`src/rtl/impaired_channel_fifo.sv`:
```
// FIFO that emulates a lossy, jittery link: optional LFSR-driven per-pop read delay and
// LFSR-driven write drops, behind a plain wr_en/full, rd_en/empty/dout interface.
module impaired_channel_fifo #(
  parameter int          DATA_W  = 8,
  parameter int          ADDR_W  = 8,
  parameter logic [31:0] RD_SEED = 32'h3ADE68B1,
  parameter logic [31:0] WR_SEED = 32'h1F2E3D4C
) (
  input  logic              clk,
  input  logic              srst,
  input  logic [DATA_W-1:0] din,
  input  logic              wr_en,
  input  logic              rd_en,
  input  logic [1:0]        mode,
  input  logic [7:0]        delay_mask,
  input  logic [7:0]        drop_thresh,
  output logic [DATA_W-1:0] dout,
  output logic              dout_valid,
  output logic              empty,
  output logic              full,
  output logic [ADDR_W:0]   count,
  output logic [15:0]       drop_cnt
);

  localparam int            DEPTH_N   = 1 << ADDR_W;
  localparam logic [ADDR_W:0]   DEPTH = {1'b1, {ADDR_W{1'b0}}};
  localparam logic [ADDR_W-1:0] PTR_ONE = ADDR_W'(1);
  localparam logic [ADDR_W:0]   CNT_ONE = (ADDR_W + 1)'(1);
  localparam logic [31:0]   LFSR_MASK = 32'h80200003;

  // Galois step for x^32+x^22+x^2+x+1, shifting right.
  function automatic logic [31:0] lfsr_next(input logic [31:0] s);
    logic [31:0] sh;
    sh = {1'b0, s[31:1]};
    if (s[0]) begin
      lfsr_next = sh ^ LFSR_MASK;
    end else begin
      lfsr_next = sh;
    end
  endfunction

  logic [DATA_W-1:0] mem_r [0:DEPTH_N-1];
  logic [ADDR_W-1:0] wr_ptr_r, rd_ptr_r;
  logic [ADDR_W:0]   count_r, count_next_s;
  logic [7:0]        dly_r, dly_next_s;
  logic [31:0]       rd_lfsr_r, wr_lfsr_r;
  logic [15:0]       drop_cnt_r;
  logic [DATA_W-1:0] dout_r;
  logic              dout_valid_r;
  logic              wr_acc_s, drop_hit_s, wr_store_s, pop_s, wait_s;

  assign empty      = (count_r == {(ADDR_W + 1){1'b0}});
  assign full       = (count_r == DEPTH);
  assign count      = count_r;
  assign drop_cnt   = drop_cnt_r;
  assign dout       = dout_r;
  assign dout_valid = dout_valid_r;

  // Write acceptance/drop decision, pop/wait decision, and next delay and count.
  always_comb begin
    wr_acc_s     = wr_en && !full;
    drop_hit_s   = mode[1] && ((drop_thresh == 8'hFF) || (wr_lfsr_r[7:0] < drop_thresh));
    wr_store_s   = wr_acc_s && !drop_hit_s;
    pop_s        = rd_en && !empty && (dly_r == 8'd0);
    wait_s       = rd_en && !empty && (dly_r != 8'd0);
    dly_next_s   = dly_r;
    count_next_s = count_r;
    if (!mode[0]) begin
      dly_next_s = 8'd0;
    end else if (pop_s) begin
      dly_next_s = rd_lfsr_r[7:0] & delay_mask;
    end else if (wait_s) begin
      dly_next_s = dly_r - 8'd1;
    end else begin
      dly_next_s = dly_r;
    end
    case ({wr_store_s, pop_s})
      2'b10:   count_next_s = count_r + CNT_ONE;
      2'b01:   count_next_s = count_r - CNT_ONE;
      default: count_next_s = count_r;
    endcase
  end

  // Storage array; contents deliberately survive reset.
  always_ff @(posedge clk) begin
    if (wr_store_s) begin
      mem_r[wr_ptr_r] <= din;
    end
  end

  // Pointers, count, delay, LFSRs, drop counter and registered read port.
  always_ff @(posedge clk or posedge srst) begin
    if (srst) begin
      wr_ptr_r     <= '0;
      rd_ptr_r     <= '0;
      count_r      <= '0;
      dly_r        <= 8'd0;
      rd_lfsr_r    <= RD_SEED;
      wr_lfsr_r    <= WR_SEED;
      drop_cnt_r   <= 16'd0;
      dout_r       <= '0;
      dout_valid_r <= 1'b0;
    end else begin
      count_r      <= count_next_s;
      dly_r        <= dly_next_s;
      dout_valid_r <= pop_s;
      dout_r       <= pop_s ? mem_r[rd_ptr_r] : '0;
      if (wr_acc_s) begin
        wr_lfsr_r <= lfsr_next(wr_lfsr_r);
      end
      if (wr_store_s) begin
        wr_ptr_r <= wr_ptr_r + PTR_ONE;
      end
      if (wr_acc_s && drop_hit_s && (drop_cnt_r != 16'hFFFF)) begin
        drop_cnt_r <= drop_cnt_r + 16'd1;
      end
      if (pop_s) begin
        rd_ptr_r  <= rd_ptr_r + PTR_ONE;
        rd_lfsr_r <= lfsr_next(rd_lfsr_r);
      end
    end
  end

endmodule

```
`config.mk`:
```
export PLATFORM = sky130hd
export DESIGN_NAME = impaired_channel_fifo
export DESIGN_NICKNAME = d
export VERILOG_FILES = /design/src/rtl/impaired_channel_fifo.sv
export SDC_FILE = /design/constraint.sdc
export NUM_CORES = 2
export LEC_CHECK = 0
export CORE_AREA = 2 2 459 461
export DETAILED_ROUTE_END_ITERATION = 10
export DIE_AREA = 0 0 461 463
export GPL_TIMING_DRIVEN = 0
export SETUP_SLACK_MARGIN = 0.1
export SLEW_MARGIN = 5
export SYNTH_ARGS = -nofsm -noshare
export SYNTH_HDL_FRONTEND = slang
export SYNTH_SLANG_ARGS = --single-unit
```
`constraint.sdc`:
```
create_clock -name clk -period 4.1 [get_ports clk]
set_input_delay 0.615 -clock clk [delete_from_list [all_inputs] [get_ports clk]]
set_output_delay 0.615 -clock clk [all_outputs]
set_load 0.03 [all_outputs]
```
==> results.toml <==
[run_status]
status = "finished, violations left"
violations = "capacitance limit, slew limit, setup timing"

[power]
pwr-share-clk = 0.287
p_per_area_nw_per_um2 = 712
switching_share = 0.376
power_switching_mw = 26.6
p_seq_frac = 0.358
p_comb_frac = 0.355
power_mw = 70.8
peakVddDrop_mv = 0.566
p_int_mw = 44.2
leakage_nw = 31.6

[placed_design]
place_ws_ns = -2.13
dp_hpwl_mm = 206
port_buffers = 65
place.gp.congestion = 1.01
placed_area_um2 = 91000
dp.cells = 7210

[cts]
clkTransAtPathRegs_ns = 0.06
clock_sinks = 2170
root_buffer = "clkbuf_16"
clock_path_buffers = 3
htree_num_levels = 4
cts_tree = "done"
clk_latency_ns = 0.91
numCtsBuffers = 212

[detailed_routing]
drc = 0
ant_nets = 0
wl_mm = 318
initialDrtViolationCount = 9139
via_count = 49155
wl_per_cell_um = 41.7
first_pass_iters = 6
via_per_inst = 6.44

[cells_and_area]
finalInstanceArea_um2 = 99400
syn_to_final_growth_pct = 16.7
layout.nets = 4680
drive_above_1_share = 0.291
final_util = 0.477
final_cells = 7629
fillCellCount = 17268
multi_input_area_um2 = 20200
regArea_um2 = 64600

[worst_setup_path]
crit-reg2reg-launch = "rd_ptr_r[2]"
cp_max_fo = 10
worstPathRequired_ns = 4.81
crit_type = "reg -> reg"
end_kind = "flip-flop"
setup.worst_path.start = "rd_ptr_r[2]"
worstPathArrival_ns = 5.15
critPathLaunchType = "flip-flop"

[die]
start_util = 0.409
row_count = 168
fp.dieW_um = 461
pin_count = 66
core_area_um2 = 209000
die_y_um = 463
dieArea_um2 = 213000

[timing]
fin_skew_ns = 0.0860
hold_violations = 0
setup_viol = 89
setup_ws_ns = -0.340
period_share = 1.08
tns_ns = -5.85
hold_ws_ns = 0.139
rsz0062_at_grt = "yes"
maxSlewViolCount = 12
finalCriticalPeriod_ns = 4.44
fmax_mhz = 225
tightest_slew_ns = 1.51
slew_headroom = -0.0160

[synthesis]
synth_edf_count = 2048
synthFlopType = "edfxtp_1"
yosysSeqAreaShare = 0.758
synthesis.area_um2 = 85200
ys_async_sr_fraction = 0.0562
syn_avg_cell_area_um2 = 20.0
synth_cell_types = 76
synthesis.nets = 4311
synth-seq-cells = 2170
synthCells = 4264
synth_warnings = 0

[global_routing]
grt_pass1_wl_mm = 419
grt-ovfl-total = 0
grt_max_degree = 157
grt_pass1_vias = 46416
gr-usage-all-layers = 0.295
antenna_found_initial = 19

[hold_path]
hold_start = "din[3]"
min_path_type = "in -> reg"

[job]
cap_viol_max_count = 2
## critical path, cell delays in order (launching register included)
cell and delay (ns):
dfrtp_1 0.59, nor2b_1 0.18, clkbuf_1 0.64, buf_2 0.64
a221oi_1 0.25, o21ai_0 0.27, o211ai_1 0.17, nor3_4 0.69
o221ai_4 0.36, nand4_1 0.29, o41ai_4 0.18
## worst paths after layout
check                                      to  slack (ns)  depth (start not counted)
worst max-delay path                  dout[5]       -0.34                         10
worst min-delay path             mem_r[75][3]        0.14                          1
worst max register to register        dout[5]       -0.34                         10
worst min register to register  rd_lfsr_r[27]        0.45                          2
max in group asynchronous       wr_lfsr_r[26]        3.03                          3
min in group asynchronous        rd_lfsr_r[3]        0.23                          2
## cell families after synthesis
family,after synthesis,share of synthesized area
and+or+nand+nor,690,0.0361
buffers and inverters,287,0.0193
adders and majority gates,17,0.00250
AOI/OAI and AO/OA,378,0.0313
muxes,675,0.148
xor gates and xnor gates,47,0.00483
DFF,2170,0.758
## sequential cells by signal, indices dropped and copies added (netlist names), 9 cells and up
signal and count:
wr_lfsr_r 32, drop_cnt 16, rd_lfsr_r 32, mem_r 2048, count 9
## cell usage in the layout (no fill, tap or decap), types with 13 or more instances in the layout
master,count
a31oi_1,15
buf_2,38
xnor2_1,24
o22ai_1,30
clkinv_1,56
clkbuf_16,215
xor2_1,22
dfrtp_1,88
buf_16,14
clkbuf_2,33
clkbuf_1,96
nor3_1,24
nor3_2,98
inv_1,20
clkinv_2,36
buf_12,15
nor2_2,89
o21ai_0,39
nand3_1,58
nand4_1,17
mux2_2,37
buf_4,92
nand2_1,201
bufinv_16,27
dfstp_2,34
a22oi_1,81
a21oi_1,51
edfxtp_1,2048
a221oi_1,32
o21ai_1,13
a22o_1,23
buf_8,36
mux2i_1,174
buf_6,54
ha_1,15
mux4_2,460
clkdlybuf4s50_1,57
nor2_1,116
## power groups by stage
stage	Combinational [mW]	Clock [mW]	Sequential (mW)
floorplan	11.1	0	25.9
global placement	22.8	0	26.0
detailed placement	23.1	0	25.8
CTS	24.0	20.3	25.3
global route	24.8	21.2	25.4
finish	25.1	20.3	25.3
## final cells by class
cell class / count / share of cell area
inverters: 25 / 0.00104
diodes: 7 / 0.000176
plain buffers: 261 / 0.0207
clock buffers: 257 / 0.0557
well taps: 2805 / 0.0353
flip-flops and latches: 2170 / 0.650
clock inverters: 141 / 0.0165
multi-input cells: 1807 / 0.203
repair buffers: 156 / 0.0180
## routing by layer
metal,track usage,vias to the layer above,wire length (um)
met3,0.106,896,43400
met1,0.383,26011,114000
met5,0,-,122
met4,0.190,15,24200
li1,-,18271,-
met2,0.420,3962,136000
## synthesized netlist by cell type (11+ instances only)
cell | instances | area [um^2]
nor2_1 | 216 | 811
buf_1 | 19 | 71.3
mux2i_1 | 176 | 1760
xnor2_1 | 25 | 219
clkbuf_1 | 103 | 387
nand4_1 | 17 | 106
buf_6 | 34 | 383
a22oi_1 | 82 | 616
nor3_1 | 122 | 611
buf_8 | 11 | 165
a221oi_1 | 35 | 307
a21oi_1 | 55 | 275
inv_1 | 21 | 78.8
o22ai_1 | 34 | 213
a22o_1 | 23 | 201
mux4_2 | 460 | 10400
o211ai_1 | 11 | 82.6
buf_4 | 15 | 113
nand2_1 | 205 | 769
o21ai_1 | 16 | 80.1
edfxtp_1 | 2048 | 61500
nand3_1 | 69 | 345
xor2_1 | 22 | 193
dfstp_2 | 34 | 893
a31oi_1 | 15 | 93.8
nor2b_1 | 14 | 87.6
dfrtp_1 | 88 | 2200
o21ai_0 | 43 | 215
buf_2 | 77 | 385
ha_1 | 17 | 213
mux2_2 | 37 | 417
## what timing repair did
item,4_1_cts,5_1_grt
hold buffers,0,0
pin swaps,18,7
gates resized for setup,280,73
setup buffers,14,1
endpoints found under the setup margin,1678,311
(Power assumes the default switching activity.)
